File: src/rtl/dlfloat_pkg.sv
// Shared DLFloat16 datapath types and constants.
package dlfloat_pkg;

  localparam int unsigned DLF_W     = 16;
  localparam int unsigned DLF_EXP_W = 6;
  localparam int unsigned DLF_MAN_W = 9;
  localparam int unsigned DLF_BIAS  = 31;

  // Widest requester id supported by the scheduler (NUM_REQ up to 8).
  localparam int unsigned DLF_ID_W  = 3;

  typedef logic [15:0] dlf_t;

  // One tag-pipe stage: tracks whether the multiplier slot holds a live product.
  typedef struct packed {
    logic                valid;
    logic [DLF_ID_W-1:0] id;
  } dlf_tag_t;

  // Response payload held in the response FIFO.
  typedef struct packed {
    dlf_t                c;
    logic [DLF_ID_W-1:0] id;
  } dlf_rsp_t;

endpackage

File: src/rtl/dlfloat_rsp_fifo.sv
// Synchronous response FIFO carrying {product, requester id}.
module dlfloat_rsp_fifo
  import dlfloat_pkg::*;
#(
  parameter int unsigned DEPTH = 4
) (
  input  logic                     clk,
  input  logic                     rst,
  input  logic                     push,
  input  dlf_rsp_t                 push_data,
  input  logic                     pop,
  output dlf_rsp_t                 head,
  output logic                     head_valid,
  output logic [$clog2(DEPTH):0]   count
);

  localparam int unsigned PTR_W = $clog2(DEPTH);
  localparam int unsigned CNT_W = PTR_W + 1;

  dlf_rsp_t         mem [DEPTH];
  logic [PTR_W-1:0] wr_ptr;
  logic [PTR_W-1:0] rd_ptr;
  logic             pop_eff;

  assign head_valid = (count != '0);
  assign pop_eff    = pop && head_valid;
  assign head       = head_valid ? mem[rd_ptr] : '0;

  // Storage array; contents are qualified by count so no reset is needed.
  always_ff @(posedge clk) begin
    if (push) begin
      mem[wr_ptr] <= push_data;
    end
  end

  // Pointer and occupancy bookkeeping; depth is a power of two so pointers wrap naturally.
  always_ff @(posedge clk) begin
    if (rst) begin
      wr_ptr <= '0;
      rd_ptr <= '0;
      count  <= '0;
    end else begin
      if (push) begin
        wr_ptr <= wr_ptr + PTR_W'(1);
      end
      if (pop_eff) begin
        rd_ptr <= rd_ptr + PTR_W'(1);
      end
      case ({push, pop_eff})
        2'b10:   count <= count + CNT_W'(1);
        2'b01:   count <= count - CNT_W'(1);
        default: count <= count;
      endcase
    end
  end

  // Credit accounting upstream must never let a push land on a full FIFO.
  a_no_overflow : assert property (@(posedge clk) disable iff (rst)
    !(push && !pop_eff && (count == CNT_W'(DEPTH))));

endmodule

File: src/rtl/dlfloat_mul_sched.sv
// Round-robin scheduler sharing one registered DLFloat16 multiplier between
// NUM_REQ requesters, with credit-protected, id-tagged in-order responses.
module dlfloat_mul_sched
  import dlfloat_pkg::*;
#(
  parameter int unsigned NUM_REQ   = 4,
  parameter int unsigned MUL_LAT   = 1,
  parameter int unsigned RSP_DEPTH = 4
) (
  input  logic                         clk,
  input  logic                         rst,
  input  logic [NUM_REQ-1:0]           req_valid,
  output logic [NUM_REQ-1:0]           req_ready,
  input  logic [NUM_REQ*16-1:0]        req_a,
  input  logic [NUM_REQ*16-1:0]        req_b,
  output logic [15:0]                  mul_a,
  output logic [15:0]                  mul_b,
  input  logic [15:0]                  mul_c,
  output logic                         rsp_valid,
  input  logic                         rsp_ready,
  output logic [15:0]                  rsp_c,
  output logic [$clog2(NUM_REQ)-1:0]   rsp_id,
  output logic                         busy
);

  localparam int unsigned ID_W  = $clog2(NUM_REQ);
  localparam int unsigned CNT_W = $clog2(RSP_DEPTH) + 1;

  logic [ID_W-1:0]     last_grant;
  logic [CNT_W-1:0]    inflight;
  logic [CNT_W-1:0]    fifo_count;
  logic                issue_ok;
  logic [ID_W:0]       pick;
  logic [ID_W-1:0]     grant_idx;
  logic                xfer;
  dlf_t                sel_a;
  dlf_t                sel_b;
  dlf_tag_t [MUL_LAT:0] tag_pipe;
  dlf_tag_t            tag_last;
  dlf_rsp_t            push_data;
  dlf_rsp_t            rsp_head;
  logic                pop;
  logic                unused_id_bits;

  // Round-robin search starting one past the previous winner; MSB flags a hit.
  function automatic logic [ID_W:0] rr_pick(input logic [NUM_REQ-1:0] valid,
                                            input logic [ID_W-1:0]    last);
    logic [ID_W:0] res;
    res = '0;
    for (int unsigned k = 1; k <= NUM_REQ; k++) begin
      int unsigned cand;
      cand = (32'(last) + k) % NUM_REQ;
      if (!res[ID_W] && valid[ID_W'(cand)]) begin
        res = {1'b1, ID_W'(cand)};
      end
    end
    return res;
  endfunction

  // Credits use registered state only, so a pop frees its slot one cycle later.
  assign issue_ok = (32'(fifo_count) + 32'(inflight)) < RSP_DEPTH;

  // Combinational grant: one-hot to the round-robin winner while credits remain.
  always_comb begin
    pick      = rr_pick(req_valid, last_grant);
    grant_idx = pick[ID_W-1:0];
    req_ready = '0;
    if (!rst && issue_ok && pick[ID_W]) begin
      req_ready[grant_idx] = 1'b1;
    end
    xfer  = |(req_valid & req_ready);
    sel_a = req_a[DLF_W*32'(grant_idx) +: DLF_W];
    sel_b = req_b[DLF_W*32'(grant_idx) +: DLF_W];
  end

  // Operand registers feeding the multiplier and the round-robin pointer.
  always_ff @(posedge clk) begin
    if (rst) begin
      mul_a      <= '0;
      mul_b      <= '0;
      last_grant <= ID_W'(NUM_REQ - 1);
    end else if (xfer) begin
      mul_a      <= sel_a;
      mul_b      <= sel_b;
      last_grant <= grant_idx;
    end
  end

  // Tag pipe: stage 0 aligns with mul_a/mul_b, last stage with a valid mul_c.
  always_ff @(posedge clk) begin
    if (rst) begin
      tag_pipe <= '0;
    end else begin
      tag_pipe[0] <= '{valid: xfer, id: DLF_ID_W'(grant_idx)};
      for (int unsigned i = 1; i <= MUL_LAT; i++) begin
        tag_pipe[i] <= tag_pipe[i-1];
      end
    end
  end

  assign tag_last = tag_pipe[MUL_LAT];

  // Count of live products inside the multiplier pipeline.
  always_ff @(posedge clk) begin
    if (rst) begin
      inflight <= '0;
    end else begin
      case ({xfer, tag_last.valid})
        2'b10:   inflight <= inflight + CNT_W'(1);
        2'b01:   inflight <= inflight - CNT_W'(1);
        default: inflight <= inflight;
      endcase
    end
  end

  assign push_data = '{c: mul_c, id: tag_last.id};
  assign pop       = rsp_valid && rsp_ready;

  dlfloat_rsp_fifo #(
    .DEPTH (RSP_DEPTH)
  ) u_rsp_fifo (
    .clk        (clk),
    .rst        (rst),
    .push       (tag_last.valid),
    .push_data  (push_data),
    .pop        (pop),
    .head       (rsp_head),
    .head_valid (rsp_valid),
    .count      (fifo_count)
  );

  // Response head; id bits above ID_W are always zero for smaller NUM_REQ.
  assign rsp_c          = rsp_head.c;
  assign rsp_id         = ID_W'(rsp_head.id);
  assign unused_id_bits = ^rsp_head.id;

  assign busy = (inflight != '0) || (fifo_count != '0);

endmodule

File: config.mk
export PLATFORM = sky130hd
export DESIGN_NAME = dlfloat_mul_sched
export DESIGN_NICKNAME = d
export VERILOG_FILES = /design/src/rtl/dlfloat_pkg.sv /design/src/rtl/dlfloat_rsp_fifo.sv /design/src/rtl/dlfloat_mul_sched.sv
export SDC_FILE = /design/constraint.sdc
export NUM_CORES = 1
export LEC_CHECK = 0
export ABC_AREA = 1
export CAP_MARGIN = 5
export CORE_MARGIN = 2
export CORE_UTILIZATION = 27
export CTS_CLUSTER_DIAMETER = 200
export DETAILED_ROUTE_END_ITERATION = 6
export GPL_TIMING_DRIVEN = 1
export PLACE_DENSITY = 0.57
export SYNTH_ARGS = -nofsm -noshare
export SYNTH_HDL_FRONTEND = slang
export SYNTH_SLANG_ARGS = --single-unit
File: constraint.sdc
create_clock -name clk -period 4 [get_ports clk]
set_clock_uncertainty 0.2 [all_clocks]
set_input_delay 0.8 -clock clk [delete_from_list [all_inputs] [get_ports clk]]
set_output_delay 0.8 -clock clk [all_outputs]
set_load 0.02 [all_outputs]
==> results of run 1 <==
## logic make-up (layout without fill, tap and decap cells)
logic type | after synthesis | in the layout | synth area share
fa+ha+maj | 10 | 10 | 0.02208
other cells | 0 | 1 | 0
flops | 124 | 124 | 0.5046
simple gates | 523 | 523 | 0.3290
buf+inv | 107 | 318 | 0.07589
compound gates | 85 | 85 | 0.06840
## sequential cells by signal (all words and copies together) (netlist names), 3 cells and up, named ones only
name,count
u_rsp_fifo.mem,72
mul_a,16
mul_b,16
inflight,3
tag_pipe,3
u_rsp_fifo.count,3
## layout make-up
class,count,area (um^2)
antenna,1,2.502
clock buffer,17,425.4
clock inverter,15,202.7
fill,2449,13900
inverter,62,237.7
multi-input combinational,618,2668
sequential,124,3203
tap,319,399.1
timing repair buffer,224,2225
## worst reg2reg max path: stages (launching register included)
cell,delay [ns]
dfxtp_1,0.54
inv_4,0.11
nand2_2,0.08
nand2_1,0.06
nand2_1,0.08
nand2_1,0.10
nor2_4,0.15
nand3_2,0.09
nand2_4,0.08
nand2_4,0.11
inv_4,0.11
buf_4,0.46
nand2_1,0.26
nand2_1,0.10
nand2_1,0.05
nand3_1,0.09
nand2_1,0.05
inv_1,0.04
## stage by stage
stage / area [um^2] / total power [W] / setup WS [ns]
final: 9363 / 0.007451 / 0.1334
after CTS: 9353 / 0.007593 / 0.07815
after detailed placement: 8725 / 0.005916 / 0.09210
after global routing: 9360 / 0.008114 / 0.004912
after global placement: 8725 / 0.005881 / 0.09595
after floorplan: 6347 / 0.004505 / 0.7791
## final timing paths
| path | cells past startpoint | start | to |
|---|---|---|---|
| hold reg to reg | 2 | tag_pipe[1]$_SDFF_PP0_ | push_data[1]$_SDFF_PP0_ |
| setup reg to reg | 17 | last_grant[0]$_SDFFE_PP1P_ | mul_b[13]$_SDFFE_PP0P_ |
| setup / recovery | 11 | req_valid[2] | req_ready[1] |
| hold / removal | 2 | tag_pipe[1]$_SDFF_PP0_ | push_data[1]$_SDFF_PP0_ |
## placed cells by master, fill, tap and decap left out, drive strengths merged
cell	n
o21ai	49
bufinv	3
edfxtp	72
nand3	42
diode	1
clkdlybuf4s50	202
nor2	148
nand3b	1
clkinvlp	2
buf	19
ha	8
clkinv	3
dfxtp	52
nor4	1
a21oi	34
inv	69
nand4	2
dlymetal6s2s	3
o21a	2
fa	2
clkbuf	17
nor3	5
nand2	324
## metal layers
layer,global-route usage,up-vias,share of wire
met3,0.06388,21,0.095
met5,0,-,0
met1,0.1783,2617,0.42
met2,0.2670,210,0.47
li1,-,3079,-
met4,0.05368,0,0.017
## power by group
part / total, W / internal, W / switching [W]
Sequential: 0.00174 / 0.00160 / 0.000135
Clock: 0.00164 / 0.00101 / 0.000633
Combinational: 0.00408 / 0.00151 / 0.00257
Total: 0.00745 / 0.00411 / 0.00334
## Yosys cell counts
| cell | count |
|---|---|
| edfxtp_1 | 72 |
| o21a_1 | 2 |
| inv_1 | 55 |
| buf_4 | 6 |
| o21ai_1 | 1 |
| dfxtp_1 | 52 |
| nand2_4 | 3 |
| nand3b_1 | 1 |
| nand2_1 | 314 |
| buf_1 | 2 |
| buf_2 | 18 |
| nor2_4 | 1 |
| clkbuf_1 | 15 |
| nor2_2 | 1 |
| ha_1 | 8 |
| fa_1 | 2 |
| a21oi_1 | 33 |
| inv_4 | 2 |
| nand3_1 | 41 |
| nand2_2 | 7 |
| o21ai_0 | 48 |
| inv_2 | 4 |
| a21oi_2 | 1 |
| clkinv_1 | 1 |
| buf_6 | 4 |
| nor2_1 | 146 |
| nand3_2 | 1 |
| nor4_1 | 1 |
| nand4_1 | 2 |
| nor3_1 | 5 |
==> results.py, run 1 <==
metrics = {
    "clock_tree": {
        "clock_latency_ns": 0.41,
        "cts_hold_buf": 0,
        "ctsResizeCount": 0,
        "numCtsBuffers": 17,
        "h-tree-depth": 4,
        "cts_tree": "yes",
        "post_cts_buffers": 0,
        "cts.reportedPaths.clkPinSlew_ns": 0.06,
        "root_buffer": "clkbuf_16",
        "cts_sinks": 124,
        "cts.path.max_buffers": 2,
    },
    "synthesis": {
        "syn_inst": 849,
        "synth_seq_cells": 124,
        "yosysSeqAreaShare": 0.5046,
        "ys_warn_count": 0,
        "netlist.area_leader.share": 0.3406,
        "syn_avg_cell_area_um2": 7.476,
        "synthTopCellsByArea": "edfxtp_1 34%, nand2_1 19%, dfxtp_1 16%",
        "synth_area_um2": 6347,
        "yosysUniqueCellTypes": 30,
        "syn_nets": 1010,
        "synth_top_area_cell": "edfxtp_1",
    },
    "route": {
        "firstDrtPassIters": 4,
        "route.detailed.drc": 0,
        "dr_total_vias": 5927,
        "routed_wl_um": 18770,
        "ant_nets": 0,
        "wl_per_cell_um": 13.60,
        "drtIter0Drc": 270,
        "via_per_inst": 4.295,
    },
    "floorplan": {
        "io_pins": 207,
        "die-area_um2": 24750,
        "core-area_um2": 23260,
        "start_util": 0.2729,
        "die_width_um": 157.3,
        "die_height_um": 157.3,
        "rows": 56,
    },
    "setup_path": {
        "cpMostUsedCell": "nand2_1",
        "crit_family": "buffers and inverters",
        "max_stage_delay_ns": 0.63,
        "ff2ff_setup_slack_ns": 1.17,
        "crit_chain": "clkdlybuf4s50_1 -> nand2_2 -> nand2_1 -> nand2_1 -> nand2_1 -> nor2_4 -> nand3_2 -> nand2_4 -> nand2_4 -> nor3_1 -> clkdlybuf4s50_1",
        "required_ns": 3.00,
        "worst-path-buf-inv": 2,
        "start_kind": "input pin",
        "cp_slowest_cell": "clkdlybuf4s50_1",
        "worstPathMaxFanout": 13,
        "critical_path_arrival_ns": 2.87,
        "crit_path_end_kind": "primary output",
        "crit_type": "input pin to primary output",
    },
    "sta": {
        "maxSlewViolCount": 0,
        "min_period_over_period": 0.9667,
        "hold_slack_ns": 0.1990,
        "setup_violations": 0,
        "tightest_slew_ns": 0.8638,
        "rsz0062_at_grt": "no",
        "setup_tns_ns": 0,
        "period_needed_ns": 3.867,
        "clock.fmax_mhz": 258.6,
        "finalHoldViolations": 0,
        "slew_headroom": 0.4235,
    },
    "run_status": {
        "outcome": "completed",
    },
    "placement": {
        "routabilityCongestion": 0.8114,
        "dpl.hpwl_um": 13190,
        "numPortBuffers": 206,
        "place_inst": 1347,
    },
    "global_routing": {
        "grt_pass1_vias": 5902,
        "antenna_found_initial": 0,
        "grt_pass1_wl_um": 29590,
        "grt_use_total": 0.1570,
        "grt_max_degree": 55,
        "grt_overflow": 0,
    },
    "min_path": {
        "hp-class": "flop to flop",
    },
    "power_and_ir_drop": {
        "power_density_nw_per_um2": 795.8,
        "ir_worst_vdd_mv": 0.3387,
        "leakage_nw": 4.111,
    },
    "cells_and_area": {
        "stdcell_count": 1380,
        "fin_nets": 1208,
        "final_layout_size_suffix_gt1_frac": 0.06792,
        "final_core_util": 0.4025,
        "syn_to_final_growth_pct": 47.51,
    },
    "run": {
        "cap_viol_max_count": 0,
    },
}
Power figures use the tool's default switching activity.
==> inputs of run 2 (changes only) <==
--- a/config.mk
+++ b/config.mk
@@ -7,7 +7,7 @@
 export LEC_CHECK = 0
 export ABC_AREA = 1
 export CAP_MARGIN = 5
-export CORE_MARGIN = 2
+export CORE_MARGIN = 10
 export CORE_UTILIZATION = 27
 export CTS_CLUSTER_DIAMETER = 200
 export DETAILED_ROUTE_END_ITERATION = 6
==> constraint.sdc (replaced) <==
create_clock -name clk -period 4 [get_ports clk]
set_clock_uncertainty 0.2 [all_clocks]
set_input_delay 0.8 -clock clk [delete_from_list [all_inputs] [get_ports clk]]
set_output_delay 0.8 -clock clk [all_outputs]
set_load 0.05 [all_outputs]
==> run 2 against run 1 <==
Non-clock buffer count fell by 9. Clock power fell by 4%. Register-to-register slack improved by 0.08 ns. Routed wire length rose by 7.4%. Sequential power barely moved. Via count fell by 2.4%. Hold slack improved by 0.0017 ns. Total power rose by 6.0%.
==> results.py, run 2 (synthesis results as in run 1) <==
metrics = {
    "route": {
        "routed_wl_um": 20160,
        "route.detailed.drc": 0,
        "ant_nets": 0,
        "via_per_inst": 4.220,
        "firstDrtPassIters": 4,
        "wl_per_cell_um": 14.71,
        "dr_total_vias": 5782,
        "drtIter0Drc": 214,
    },
    "min_path": {
        "worstHoldEndpoint": "push_data[0]$_SDFF_PP0_",
        "hp-start": "tag_pipe[0]$_SDFF_PP0_",
        "hp-class": "flop to flop",
        "hold_path_depth": 2,
    },
    "cells_and_area": {
        "final_layout_size_suffix_gt1_frac": 0.08088,
        "regMostFlops": "u_rsp_fifo.mem",
        "fin_nets": 1199,
        "antenna_cells": 0,
        "fin_area_um2": 9241,
        "layout_commonest_cell": "nand2_1",
        "stdcell_count": 1370,
        "fillers": 2445,
        "final_core_util": 0.3961,
        "largest_reg_flops": 72,
        "top_regs": "u_rsp_fifo.mem: 72 flops, mul_a: 16 flops, mul_b: 16 flops",
        "syn_to_final_growth_pct": 45.59,
        "layout_common_cells": "314 x nand2_1, 183 x clkdlybuf4s50_1, 146 x nor2_1, 72 x edfxtp_1, 55 x inv_1",
    },
    "sta": {
        "clock.fmax_mhz": 276.4,
        "finalHoldViolations": 0,
        "slew_headroom": 0.3923,
        "min_period_over_period": 0.9045,
        "period_needed_ns": 3.618,
        "rsz0062_at_grt": "no",
        "setup_tns_ns": 0,
        "maxSlewViolCount": 0,
        "tightest_slew_ns": 0.9106,
        "setup_violations": 0,
    },
    "global_routing": {
        "grt_use_total": 0.1316,
        "grt_max_degree": 68,
        "grt_pass1_vias": 5783,
        "antenna_found_initial": 0,
        "grt_overflow": 0,
        "grt_pass1_wl_um": 31400,
    },
    "power_and_ir_drop": {
        "leakage_nw": 4.058,
        "ir_worst_vdd_mv": 0.4435,
        "power_density_nw_per_um2": 854.4,
    },
    "run": {
        "cap_viol_max_count": 0,
    },
    "setup_path": {
        "worstPathMaxFanout": 12,
        "worst-path-buf-inv": 3,
        "required_ns": 3.00,
        "crit_type": "input pin to primary output",
        "r2r_start": "last_grant[0]$_SDFFE_PP1P_",
        "critical_path_arrival_ns": 2.62,
        "max_stage_delay_ns": 0.50,
        "worstRegToRegCells": 15,
        "ff2ff_setup_slack_ns": 1.25,
        "cpMostUsedCell": "nand2_4",
        "cp_slowest_cell": "clkdlybuf4s50_1",
        "start_kind": "input pin",
        "crit_family": "simple AND/OR/NAND/NOR gates",
        "reg2reg_to": "inflight[2]$_SDFFE_PP0P_",
        "crit_path_end_kind": "primary output",
        "crit_chain": "clkdlybuf4s50_1 -> nand2_1 -> nand2_1 -> nand2_2 -> nand2_4 -> nor2_1 -> nor2_2 -> nand2_4 -> nand2_4 -> inv_4 -> nor3_1 -> buf_12",
    },
    "run_status": {
        "outcome": "completed",
    },
    "placement": {
        "routabilityCongestion": 0.7943,
        "place_inst": 1338,
        "dpl.hpwl_um": 14340,
        "place_area_um2": 8640,
        "numPortBuffers": 206,
    },
    "floorplan": {
        "rows": 56,
        "io_pins": 207,
        "start_util": 0.2720,
        "die_width_um": 173.3,
        "die-area_um2": 30040,
        "core-area_um2": 23330,
        "die_height_um": 173.3,
    },
    "clock_tree": {
        "h-tree-depth": 4,
        "ctsResizeCount": 0,
        "cts.reportedPaths.clkPinSlew_ns": 0.05,
        "numCtsBuffers": 17,
        "root_buffer": "clkbuf_16",
        "cts.path.max_buffers": 2,
        "cts_hold_buf": 0,
        "cts_tree": "yes",
        "cts_sinks": 124,
        "clock_latency_ns": 0.41,
        "post_cts_buffers": 0,
    },
}
==> run 2: cell types whose count changed in the layout (fill, tap and decap cells not counted), sizes merged <==
cell,change
clkdlybuf4s50,-19
buf,+13
dlymetal6s2s,-3
clkinv,+2
bufinv,-1
clkinvlp,-1
diode,-1
==> run 2: metrics by stage <==
step           setup slack [ns]  power [W]  hold slack, ns
3_5_place_dp             0.3784   0.006437          0.1922
2_1_floorplan            0.1910   0.005115          0.1883
4_1_cts                  0.3706   0.008042          0.2012
3_3_place_gp             0.3920   0.006417          0.1906
5_1_grt                  0.1935   0.008534          0.2294
6_report                 0.3820   0.007896          0.2007
==> run 2: metal layers <==
metal  wire (um)  track usage  vias up
met2        9493       0.2193      181
met3        2038      0.06535       16
met5           0            0        -
met1        8389       0.1431     2523
li1            -            -     3062
met4         234      0.04348        0
==> run 2: report_power, final <==
part           internal (W)  total [W]  switching (W)
logic               0.00143    0.00460        0.00317
registers           0.00160    0.00172       0.000122
clock network      0.000942    0.00157       0.000628
total               0.00397    0.00790        0.00392
==> run 2: worst max path at each step <==
stage	startpoint	end	slack, ns	cells after the start
6_report	req_valid[2]	req_ready[0]	0.38	12
5_1_grt	req_valid[2]	req_ready[0]	0.19	12
4_1_cts	req_valid[2]	req_ready[0]	0.37	12
3_5_place_dp	req_valid[2]	req_ready[0]	0.38	12
3_3_place_gp	req_valid[2]	req_ready[0]	0.39	12
2_1_floorplan	req_valid[3]	req_ready[1]	0.19	11
==> run 2: area by class of cell <==
| class | count | area (um^2) | area share |
|---|---|---|---|
| clock buffers | 17 | 425.4 | 0.04603 |
| inverters | 62 | 237.7 | 0.02572 |
| repair buffers | 215 | 2132 | 0.2307 |
| multi-input cells | 618 | 2668 | 0.2887 |
| clock inverters | 15 | 176.4 | 0.01909 |
| well taps | 319 | 399.1 | 0.04319 |
| flip-flops and latches | 124 | 3203 | 0.3466 |
==> run 2: worst register-to-register path, delay by kind of cell (launching register included) <==
kind	cells	cell delay, ns
AND/OR/NAND/NOR	7	0.73
adder cells (fa/ha/maj)	2	0.54
flip-flops	1	0.52
AO/OA/AOI/OAI	4	0.47
buffers and inverters	2	0.17
==> inputs of run 3 (changes only) <==
--- a/config.mk
+++ b/config.mk
@@ -7,12 +7,14 @@
 export LEC_CHECK = 0
 export ABC_AREA = 1
 export CAP_MARGIN = 5
+export CELL_PAD_IN_SITES_DETAIL_PLACEMENT = 1
+export CELL_PAD_IN_SITES_GLOBAL_PLACEMENT = 2
 export CORE_MARGIN = 10
 export CORE_UTILIZATION = 27
 export CTS_CLUSTER_DIAMETER = 200
 export DETAILED_ROUTE_END_ITERATION = 6
 export GPL_TIMING_DRIVEN = 1
-export PLACE_DENSITY = 0.57
+export PLACE_DENSITY = 0.9
 export SYNTH_ARGS = -nofsm -noshare
 export SYNTH_HDL_FRONTEND = slang
 export SYNTH_SLANG_ARGS = --single-unit
==> run 3 against run 2 <==
Worst setup slack lost 0.049 ns. Cell area rose by 0.26%. Cell count is 0.58% higher. Utilization is 0.10 points higher. Critical path type unchanged. Critical endpoint unchanged. Largest cell class unchanged. Highest routed layer unchanged.
==> results.py, run 3 (synthesis results as in run 1) <==
metrics = {
    "power_and_ir_drop": {
        "leakage_nw": 4.066,
        "ir_worst_vdd_mv": 0.4363,
        "power_density_nw_per_um2": 863.1,
    },
    "floorplan": {
        "die_width_um": 173.3,
        "die-area_um2": 30040,
        "start_util": 0.2720,
        "rows": 56,
        "die_height_um": 173.3,
        "core-area_um2": 23330,
        "io_pins": 207,
    },
    "placement": {
        "place_inst": 1344,
        "dp_slack_ns": 0.2856,
        "routabilityCongestion": 0.7994,
        "numPortBuffers": 206,
        "dpl.hpwl_um": 16490,
    },
    "route": {
        "via_per_inst": 4.398,
        "routed_wl_um": 22190,
        "ant_nets": 0,
        "firstDrtPassIters": 4,
        "drtIter0Drc": 179,
        "dr_total_vias": 6060,
        "route.detailed.drc": 0,
        "wl_per_cell_um": 16.11,
    },
    "cells_and_area": {
        "fillers": 2845,
        "seqCellArea_um2": 3203,
        "stdcell_count": 1378,
        "final_layout_size_suffix_gt1_frac": 0.08609,
        "multiInputGateArea_um2": 2668,
        "top_regs": "u_rsp_fifo.mem: 72 flops, mul_a: 16 flops, mul_b: 16 flops",
        "syn_to_final_growth_pct": 45.97,
        "layout_commonest_cell": "nand2_1",
        "fin_nets": 1205,
        "regMostFlops": "u_rsp_fifo.mem",
        "layout_common_cells": "314 x nand2_1, 183 x clkdlybuf4s50_1, 146 x nor2_1, 72 x edfxtp_1, 55 x inv_1",
        "largest_reg_flops": 72,
    },
    "clock_tree": {
        "h-tree-depth": 4,
        "post_cts_buffers": 0,
        "cts.reportedPaths.clkPinSlew_ns": 0.06,
        "cts_hold_buf": 0,
        "numCtsBuffers": 17,
        "cts.path.max_buffers": 2,
        "cts_sinks": 124,
        "ctsResizeCount": 0,
        "cts_tree": "yes",
        "root_buffer": "clkbuf_16",
        "clock_latency_ns": 0.41,
    },
    "sta": {
        "slew_headroom": 0.3481,
        "maxSlewViolCount": 0,
        "setup_tns_ns": 0,
        "setup_violations": 0,
        "timing.final.ws_setup_ns": 0.3327,
        "tightest_slew_ns": 0.9767,
        "period_needed_ns": 3.667,
        "rsz0062_at_grt": "no",
        "min_period_over_period": 0.9168,
        "clock.fmax_mhz": 272.7,
        "finalHoldViolations": 0,
    },
    "setup_path": {
        "crit_start": "req_valid[1]",
        "worstPathMaxFanout": 10,
        "crit_path_end_kind": "primary output",
        "ff2ff_setup_slack_ns": 1.15,
        "critical_path_arrival_ns": 2.67,
        "start_kind": "input pin",
        "required_ns": 3.00,
        "crit_type": "input pin to primary output",
        "r2r_start": "last_grant[0]$_SDFFE_PP1P_",
    },
    "min_path": {
        "hp-class": "flop to flop",
        "hp-start": "tag_pipe[0]$_SDFF_PP0_",
    },
    "global_routing": {
        "grt_overflow": 0,
        "grt_max_degree": 61,
        "grt_use_total": 0.1442,
        "grt_pass1_wl_um": 34730,
        "antenna_found_initial": 1,
        "grt_pass1_vias": 6401,
    },
    "run": {
        "cap_viol_max_count": 0,
    },
    "run_status": {
        "outcome": "completed",
    },
}
==> run 3: critical path, cell delays in order <==
cell,delay (ns)
clkdlybuf4s50_1,0.48
inv_1,0.04
nand2_1,0.07
nand2_1,0.08
nand2_1,0.06
nand2_1,0.08
a21oi_2,0.16
nand2_2,0.14
nand2_4,0.20
inv_4,0.07
nor3_1,0.21
buf_4,0.16
buf_12,0.12
==> run 3: area by class of cell <==
| cell class | instances | area share |
|---|---|---|
| multi-input combinational | 618 | 0.2879 |
| antenna | 2 | 0.0005402 |
| sequential | 124 | 0.3457 |
| tap | 319 | 0.04308 |
| timing repair buffer | 221 | 0.2350 |
| clock inverter | 15 | 0.01621 |
| inverter | 62 | 0.02566 |
| clock buffer | 17 | 0.04591 |
==> run 3: worst paths after layout <==
path / to / cells past startpoint
worst max-delay path: req_ready[0] / 13
worst min-delay path: push_data[0]$_SDFF_PP0_ / 2
worst max register to register: inflight[2]$_SDFFE_PP0P_ / 15
worst min register to register: push_data[0]$_SDFF_PP0_ / 2
==> run 3: per-layer routing <==
| metal | GRT usage | part of all wire | routed length (um) | vias to the layer above |
|---|---|---|---|---|
| met2 | 0.2385 | 0.46 | 10270 | 184 |
| met3 | 0.07319 | 0.10 | 2290 | 17 |
| li1 | - | - | - | 3077 |
| met4 | 0.03450 | 0.0083 | 185 | 0 |
| met1 | 0.1619 | 0.43 | 9446 | 2782 |
| met5 | 0 | 0 | 0 | - |
==> run 3: stage by stage <==
step | hold slack, ns | utilization | power, W | instance area [um^2]
floorplan | 0.1883 | - | 0.005115 | 6347
global placement | 0.1908 | 0.3722 | 0.006595 | 8685
detailed placement | 0.1999 | 0.3722 | 0.006663 | 8685
CTS | 0.2048 | 0.3969 | 0.008181 | 9260
global route | 0.2253 | 0.3969 | 0.008695 | 9260
finish | 0.2038 | 0.3971 | 0.007997 | 9265
==> run 3: report_power, final <==
part	internal, W	switching [W]
Combinational	0.00148	0.00331
Clock	0.000827	0.000646
Sequential	0.00160	0.000133
